## config.mk

```make
export PLATFORM = sky130hd
export DESIGN_NAME = vend_sequencer
export DESIGN_NICKNAME = d
export VERILOG_FILES = /design/src/rtl/vend_sequencer.sv
export SDC_FILE = /design/constraint.sdc
export NUM_CORES = 1
export LEC_CHECK = 0
export ABC_AREA = 0
export CORE_ASPECT_RATIO = 0.7
export CORE_MARGIN = 2
export CORE_UTILIZATION = 30
export DETAILED_ROUTE_END_ITERATION = 7
export MAX_ROUTING_LAYER = met4
export SLEW_MARGIN = 10
export SYNTH_ARGS = -nofsm -noshare
export SYNTH_HDL_FRONTEND = slang
export SYNTH_SLANG_ARGS = --single-unit
```

## constraint.sdc

```tcl
create_clock -name clk -period 17.6 [get_ports clk]
set_input_delay 5.28 -clock clk [delete_from_list [all_inputs] [get_ports clk]]
set_output_delay 5.28 -clock clk [all_outputs]
set_load 0.05 [all_outputs]
```

## src/rtl/vend_sequencer.sv

```systemverilog
// vend_sequencer: vending machine transaction controller.
// Latches a selection price, waits for enough payment, plans change greedily
// from the coin inventory, dispenses change one coin per valid/ready handshake,
// then vends or refunds and pulses m_rst to clear the coin receiver.
// Optional build macro VEND_TIMEOUT_EN: refund after TIMEOUT_CYC cycles in
// COLLECT with no change in payment_in.
module vend_sequencer #(
    parameter int PAY_W       = 5,
    parameter int CNT_W       = 6,
    parameter int TIMEOUT_CYC = 1000
) (
    input  logic             clk,
    input  logic             i_rst,
    input  logic             sel_valid,
    input  logic [PAY_W-1:0] sel_price,
    input  logic             cancel,
    input  logic [PAY_W-1:0] payment_in,
    input  logic [CNT_W-1:0] am_1,
    input  logic [CNT_W-1:0] am_5,
    input  logic [CNT_W-1:0] am_10,
    input  logic             disp_ready,
    output logic             disp_valid,
    output logic [1:0]       disp_coin,
    output logic             enough_ch,
    output logic             vend,
    output logic             refund,
    output logic             m_rst,
    output logic             busy,
    output logic [2:0]       state
);

    // Common width for change arithmetic and coin counts
    localparam int WW = (PAY_W > CNT_W) ? PAY_W : CNT_W;

    typedef enum logic [2:0] {
        S_IDLE    = 3'd0,
        S_COLLECT = 3'd1,
        S_CHECK   = 3'd2,
        S_CHANGE  = 3'd3,
        S_VEND    = 3'd4,
        S_REFUND  = 3'd5,
        S_DONE    = 3'd6
    } state_t;

    state_t           st, st_nx;
    logic [PAY_W-1:0] price;
    logic [WW-1:0]    p10, p5, p1;       // coins still to dispense
    logic [PAY_W-1:0] chg;
    logic [WW-1:0]    q10, n10, r10, q5, n5, r5, n1, r1;
    logic             plan_ok;
    logic [WW+1:0]    remaining;
    logic             hs, last_coin;
    logic             timeout_hit;

    // Greedy change plan from the live payment; only consumed in CHECK
    always_comb begin
        chg     = payment_in - price;
        q10     = WW'(chg) / WW'(10);
        n10     = (q10 < WW'(am_10)) ? q10 : WW'(am_10);
        r10     = WW'(chg) - n10 * WW'(10);
        q5      = r10 / WW'(5);
        n5      = (q5 < WW'(am_5)) ? q5 : WW'(am_5);
        r5      = r10 - n5 * WW'(5);
        n1      = (r5 < WW'(am_1)) ? r5 : WW'(am_1);
        r1      = r5 - n1;
        plan_ok = (r1 == '0);
    end

    assign remaining = {2'b00, p10} + {2'b00, p5} + {2'b00, p1};
    assign hs        = disp_valid && disp_ready;
    assign last_coin = hs && (remaining == (WW+2)'(1));

`ifdef VEND_TIMEOUT_EN
    localparam int TO_W = $clog2(TIMEOUT_CYC) + 1;
    logic [TO_W-1:0]  tcnt;
    logic [PAY_W-1:0] pay_prev;

    // Idle counter: held at 0 outside COLLECT, restarts on any payment movement
    always_ff @(posedge clk or posedge i_rst) begin
        if (i_rst) begin
            tcnt     <= '0;
            pay_prev <= '0;
        end else begin
            pay_prev <= payment_in;
            if (st != S_COLLECT || payment_in != pay_prev)
                tcnt <= '0;
            else
                tcnt <= tcnt + 1'b1;
        end
    end

    assign timeout_hit = (st == S_COLLECT) && (tcnt == TO_W'(TIMEOUT_CYC - 1));
`else
    // Without the feature COLLECT waits forever; the comparison is always false
    assign timeout_hit = (TIMEOUT_CYC < 0);
`endif

    // State register
    always_ff @(posedge clk or posedge i_rst) begin
        if (i_rst) st <= S_IDLE;
        else       st <= st_nx;
    end

    // Next-state and outputs; pulses are decoded straight from the state
    always_comb begin
        st_nx      = st;
        disp_valid = 1'b0;
        disp_coin  = 2'd0;
        enough_ch  = 1'b0;
        vend       = 1'b0;
        refund     = 1'b0;
        m_rst      = 1'b0;
        busy       = (st != S_IDLE);
        state      = st;
        case (st)
            S_IDLE:
                if (sel_valid) st_nx = S_COLLECT;
            S_COLLECT:
                // cancel beats sufficient payment, which beats timeout
                if (cancel)                   st_nx = S_REFUND;
                else if (payment_in >= price) st_nx = S_CHECK;
                else if (timeout_hit)         st_nx = S_REFUND;
            S_CHECK:
                if (!plan_ok)        st_nx = S_REFUND;
                else if (chg == '0)  st_nx = S_VEND;
                else                 st_nx = S_CHANGE;
            S_CHANGE: begin
                enough_ch  = 1'b1;
                disp_valid = (remaining != '0);
                if (p10 != '0)     disp_coin = 2'd2;
                else if (p5 != '0) disp_coin = 2'd1;
                else               disp_coin = 2'd0;
                if (remaining == '0 || last_coin) st_nx = S_VEND;
            end
            S_VEND: begin
                vend      = 1'b1;
                enough_ch = 1'b1;
                st_nx     = S_DONE;
            end
            S_REFUND: begin
                refund = 1'b1;
                st_nx  = S_DONE;
            end
            S_DONE: begin
                m_rst = 1'b1;
                st_nx = S_IDLE;
            end
            default: st_nx = S_IDLE;
        endcase
    end

    // Price latch: captured on selection, cleared when the transaction closes
    always_ff @(posedge clk or posedge i_rst) begin
        if (i_rst)                          price <= '0;
        else if (st == S_IDLE && sel_valid) price <= sel_price;
        else if (st == S_DONE)              price <= '0;
    end

    // Change plan: loaded on a good CHECK, one count consumed per handshake
    always_ff @(posedge clk or posedge i_rst) begin
        if (i_rst) begin
            p10 <= '0;
            p5  <= '0;
            p1  <= '0;
        end else if (st == S_CHECK && plan_ok) begin
            p10 <= n10;
            p5  <= n5;
            p1  <= n1;
        end else if (st == S_CHANGE && hs) begin
            if (p10 != '0)     p10 <= p10 - 1'b1;
            else if (p5 != '0) p5  <= p5 - 1'b1;
            else               p1  <= p1 - 1'b1;
        end else if (st == S_DONE) begin
            p10 <= '0;
            p5  <= '0;
            p1  <= '0;
        end
    end

endmodule

```

==> results of run 1 <==
[how the worst min path moves through the flow]
stage / from / end
after floorplan: price[0] / price[0]
after global placement: price[4] / price[4]
after detailed placement: price[3] / price[3]
after CTS: price[2] / price[2]
after global routing: price[3] / price[3]
final: price[3] / price[3]
[registers in the layout (all words and copies together), names as in the netlist]
signal and count:
p10 6, state 3, p5 6, p1 6, price 5
[tightest hold or removal path: cells and delay by family (launching register included)]
| kind | cells | cell delay, ps |
|---|---|---|
| compound gates | 1 | 80 |
| buf+inv | 1 | 70 |
| flops | 1 | 360 |
[kinds of logic after synthesis]
group	Yosys count
muxes	7
other	1
AOI/OAI and AO/OA	163
adders and majority gates	53
DFF	26
buffers and inverters	71
xor gates and xnor gates	21
and+or+nand+nor	185
[cells in the final DEF (no fill, tap or decap), types with 6 or more instances in the layout]
master / synthesis / routed
inv_1: 53 / 53
nor2_1: 50 / 48
nand2_1: 45 / 45
clkdlybuf4s50_1: 0 / 43
ha_1: 42 / 40
buf_4: 1 / 31
a21oi_1: 31 / 26
dfrtp_1: 26 / 26
o21ai_0: 29 / 23
nor3_1: 18 / 16
o211ai_1: 14 / 14
xnor2_1: 14 / 10
fa_1: 11 / 10
nand4_1: 9 / 9
nand2b_1: 9 / 9
o31ai_1: 8 / 8
nor2b_1: 8 / 7
nand3_1: 7 / 7
a31oi_1: 6 / 6
a21o_1: 7 / 6
[layout make-up]
class                           instances  area [um^2]
Multi-Input combinational cell        432         3370
Tap cell                              185          231
Clock inverter                          1         30.0
Inverter                               57          219
Clock buffer                            3         75.1
Fill cell                            1387         8070
Timing Repair Buffer                   74          663
Sequential cell                        26          651
[metal layers]
| layer | share of wire | up-vias | routed length (um) |
|---|---|---|---|
| li1 | - | 2076 | - |
| met1 | 0.53 | 1918 | 6270 |
| met2 | 0.41 | 100 | 4780 |
| met3 | 0.052 | 8 | 612 |
| met4 | 0.0051 | 0 | 60 |
| met5 | 0 | - | 0 |
[per-stage QoR]
step | TNS [ps] | utilization | setup slack, ps | instance area (um^2)
2_1_floorplan | 0 | - | 385 | 4140
3_3_place_gp | 0 | 0.368 | 116 | 4900
3_5_place_dp | -1280 | 0.368 | -189 | 4900
4_1_cts | 0 | 0.376 | 42.8 | 5010
5_1_grt | -168 | 0.394 | -70.9 | 5240
6_report | 0 | 0.394 | 571 | 5240
[repair_timing]
action                     CTS  global route
setup endpoints to repair    0            21
hold buffers                 0             0
gates resized for setup      0            44
setup buffers                0             6
hold endpoints to repair     0             0
==> results.md, run 1 <==
* Max Slew Vio Count at 0
* Hold Fails Final Rpt at 0
* Die width at between 100 and 150 um
* R2r startpoint: price[0]
* Drt via density at between 5 and 6
* Layout area overhead at 27.0%
* GR Layer Usage met1 at 0.251
* Status: complete, no violations
* Non-Filler Instances at about 780
* Buf+Inv Stages, Crit Path at 8
* Required time of the worst setup path at 17750 ps
* First-pass GRT wire length at between 15 and 20 mm
* Met2 usage at 0.244
* Clk slew on worst S/H paths at ~70 ps
* Synth Flop Type: dfrtp_1
* CP most frequent cell: ha_1
* Core area at between 0.01 and 0.015 mm^2
* Routability cong. at roughly 0.9
* Setup violators final at 0
* NumNets Final at 680
* Largest net degree at the start of global routing at 27
* CP Depth at 55
* GRT Resource Usage Total at 0.165
* Asr flop ratio synth at 1.00
* WHS Path Cells at 2
* Die Y at around 100 um
* Final min period at ~17000 ps
* GR peak layer: met1
* Synth area leaders: dfrtp_1 (16%), ha_1 (13%), fa_1 (5.3%)
* Area leader, netlist: dfrtp_1
* Clock skew at between 3 and 4 ps
* Setup crit end: p1[5]
* Type of the most critical hold path: register to register
* #FFs+latches synth at 26
* Area fraction in compound gates after synthesis at 0.283
* Vias at about 4100
* CP Class: primary input to register
* Crit Reg-Reg Endpoint: p1[5]
* CTS Buffer Depth at 2
* Hold Slack at 546 ps
* Top-area cell type share of the netlist area at 0.158
* F_max at ~0.059 GHz
* DR WL/cell at between 15 and 20 um
* Total grt overflow at 0
* Post-synthesis xor/xnor area fraction at 0.0588
* CTS Buf Count at 3
* Worst R2R Setup Slack at approximately 5700 ps
* Ant diodes at 0
* Worst skew pair latency at 260 ps
* Yosys warns at 0
* Most common library cells after synthesis: inv_1 (53), nor2_1 (50), nand2_1 (45)
* EDFF count, synth at 0
* Layout cells sized above 1 at 0.159
* Top Ports at 44
* Largest family of logic cells by synthesized area: compound AO/OA/AOI/OAI gates
* CTS root buf: clkbuf_16
* Sequential share of the synthesized area at 0.158
* Placed cell count at 768
* Critical Path Start: payment_in[0]
* Yosys cell types at 92
* M3 GR Usage at 0.0173
* CTS tree: done
* Initial Util at 0.310
* CP Max Fanout at 8
* Routed WL at between 10 and 15 mm
* Slowest-stage cell, CP: or4b_1
* Htree depth at 1
* Initial antenna violation count at 0
* Delay-heaviest family, CP: compound AO/OA/AOI/OAI gates
* Avg Inst Size Synth at between 7 and 8 um^2
* CTS Sinks at 26
* Arrival time worst endpoint at roughly 17000 ps
* Post-Synth Adder-Cell Area at 0.181
* First DRT Iteration DRCs at about 220
* Worst Setup End Kind: register
* Cell count after synthesis at roughly 530
* Port Buffers at 43
* Antenna-violating nets left at 0
* Worst-Margin Slew at just over 1000 ps
* Synthesized area at between 0.004 and 0.005 mm^2
* Slew HR at 0.327
* Most frequent cell after synthesis: inv_1
* Critical path launch point type: primary input
* Worst r2r path cells at between 50 and 60
* Drt drc at 0
* HPWL after DPL at ~9.4 mm
* Multiplexer share of the synthesized area at 0.0188
* Slowest cell delay on critical path at between 500 and 600 ps
* Initial DRT Pass Iterations at 5
* Simple-Gate Fraction of Synth Area at 0.228
* Tcrit/Tclk final at 0.968
* Die area at 0.0147 mm^2
* Vias in the first global route at slightly below 4000
* Number of max-cap violations at 0
* Rows at 35
Power of run 1 is left out: the tool's default activity adds up to more than one toggle a clock period on the data nets, which glitch-free logic cannot reach.
==> inputs of run 2 (changes only) <==
--- a/config.mk
+++ b/config.mk
@@ -11,7 +11,7 @@
 export CORE_UTILIZATION = 30
 export DETAILED_ROUTE_END_ITERATION = 7
 export MAX_ROUTING_LAYER = met4
-export SLEW_MARGIN = 10
+export SLEW_MARGIN = 20
 export SYNTH_ARGS = -nofsm -noshare
 export SYNTH_HDL_FRONTEND = slang
 export SYNTH_SLANG_ARGS = --single-unit
==> run 2 against run 1 <==
Compared with the run above: hold slack about the same; clock skew increased by 0.55 ps; count of clock-buffer cells in the layout unchanged; maximum frequency decreased by 0.16%; cell count unchanged; register-to-register slack got worse by 30 ps; flip-flop and latch count unchanged; non-clock buffer count unchanged; setup slack got worse by 28 ps; utilization unchanged; largest cell class unchanged.
==> results.md, run 2 (synthesized netlist as in run 1, its figures left out) <==
* Vias at 4116 (+0.34%)
* Tcrit/Tclk final at 0.969 (+0.00158)
* Final worst slack at 543 ps (-27.8 ps)
* Top flop regs: p10 x6, p1 x6, p5 x6
* CP Max Fanout at 8 (unchanged)
* CTS Buf Count at 3 (unchanged)
* First-pass GRT wire length at 19.4 mm (unchanged)
* Vias in the first global route at 3894 (unchanged)
* Pre-CTS WS at -189 ps (unchanged)
* Worst skew pair latency at 260 ps (about the same)
* Htree depth at 1 (unchanged)
* Number of max-cap violations at 0 (unchanged)
* Worst Setup End Kind: register
* Required time of the worst setup path at 17750 ps (about the same)
* Initial Util at 0.310 (unchanged)
* Die width at 144 um (unchanged)
* Initial antenna violation count at 0 (unchanged)
* WHS Path Cells at 2 (unchanged)
* Worst r2r path cells at 53 (unchanged)
* R2r startpoint: price[0]
* Slew HR at 0.363 (+0.0360)
* Clk slew on worst S/H paths at 70 ps (about the same)
* Status: complete, no violations
* Final min period at 17060 ps (+27.8 ps)
* CTS root buf: clkbuf_16
* Setup crit end: p1[5]
* Drt via density at 5.29 (+0.34%)
* Total grt overflow at 0 (unchanged)
* Most common cell after layout, fill and taps aside: inv_1
* Antenna-violating nets left at 0 (unchanged)
* Type of the most critical hold path: register to register
* Arrival time worst endpoint at 17210 ps (+30 ps)
* Die Y at 102 um (unchanged)
* First DRT Iteration DRCs at 224 (unchanged)
* Routed WL at 11.7 mm (+0.16%)
* Drt drc at 0 (unchanged)
* Clock skew at 4.52 ps (+0.550 ps)
* Rows at 35 (unchanged)
* Critical path launch point type: primary input
* Placed cell count at 768 (unchanged)
* Critical Path Start: payment_in[0]
* F_max at 0.0586 GHz (-0.16%)
* CTS Buffer Depth at 2 (unchanged)
* CP Class: primary input to register
* Routability cong. at 0.894 (unchanged)
* Setup violators final at 0 (unchanged)
* Max Slew Vio Count at 0 (unchanged)
* DR WL/cell at 15.1 um (+0.16%)
* GRT Resource Usage Total at 0.165 (unchanged)
* CTS tree: done
* Crit Reg-Reg Endpoint: p1[5]
* Layout area overhead at 27.0% (unchanged)
* Largest net degree at the start of global routing at 27 (unchanged)
* Slowest-stage cell, CP: or4b_1
* CP most frequent cell: ha_1
* Non-Filler Instances at 778 (unchanged)
* Die area at 0.0147 mm^2 (unchanged)
* Initial DRT Pass Iterations at 5 (unchanged)
* Layout cells sized above 1 at 0.159 (unchanged)
* Slowest cell delay on critical path at 510 ps (about the same)
* Top Ports at 44 (unchanged)
* Core area at 0.0133 mm^2 (unchanged)
* CTS Sinks at 26 (unchanged)
* Hold Fails Final Rpt at 0 (unchanged)
* Worst R2R Setup Slack at 5640 ps (-30 ps)
* Most frequent cells in the layout: inv_1 (52), nor2_1 (48), nand2_1 (45)
* HPWL after DPL at 9.44 mm (unchanged)
* Ant diodes at 0 (unchanged)
* NumNets Final at 680 (unchanged)
* Port Buffers at 43 (unchanged)
* Worst-Margin Slew at 949 ps (-58.7 ps)
-- run 2: cell count changes in the layout (fill, tap and decap cells not counted) --
cell | previous run | this run
inv_1 | 53 | 52
clkinv_1 | 1 | 2
-- run 2: worst min-delay path by stage --
stage,slack [ps],end,startpoint
after floorplan,510,price[0],price[0]
after global placement,530,price[4],price[4]
after detailed placement,540,price[3],price[3]
after CTS,550,price[2],price[2]
after global routing,570,price[3],price[3]
final,550,price[3],price[3]
-- run 2: critical path: cells and delay by family --
kind	cells	cell delay (ps)
fa+ha+maj	11	3450
buf+inv	8	1100
xor+xnor	2	410
simple gates	9	1950
compound gates	23	4430
mux	2	570
-- run 2: what timing repair did --
action / in CTS / in global routing
hold endpoints to repair: 0 / 0
setup endpoints to repair: 0 / 21
hold buffers: 0 / 0
resized for setup: 0 / 44
setup buffers: 0 / 6
-- run 2: cell type report --
type | count | area [um^2]
multi-input cells | 432 | 3370
fillers | 1387 | 8070
well taps | 185 | 231
repair buffers | 74 | 663
flip-flops and latches | 26 | 651
inverters | 57 | 219
clock inverters | 1 | 30.0
clock buffers | 3 | 75.1
-- run 2: per-layer routing --
| layer | global-route usage | share of wire | wire (um) |
|---|---|---|---|
| met1 | 0.251 | 0.55 | 6430 |
| met4 | 0.0127 | 0.0029 | 34 |
| met5 | - | 0 | 0 |
| met3 | 0.0173 | 0.041 | 478 |
| met2 | 0.244 | 0.41 | 4800 |
-- run 2: stage by stage --
stage	hold WS, ps	setup TNS, ps	util	area [um^2]
after floorplan	507	0	-	4140
after global placement	532	0	0.368	4900
after detailed placement	537	-1280	0.368	4900
after CTS	551	0	0.376	5010
after global routing	574	-168	0.394	5240
final	546	0	0.394	5240
Power of run 2 is left out for the same reason.
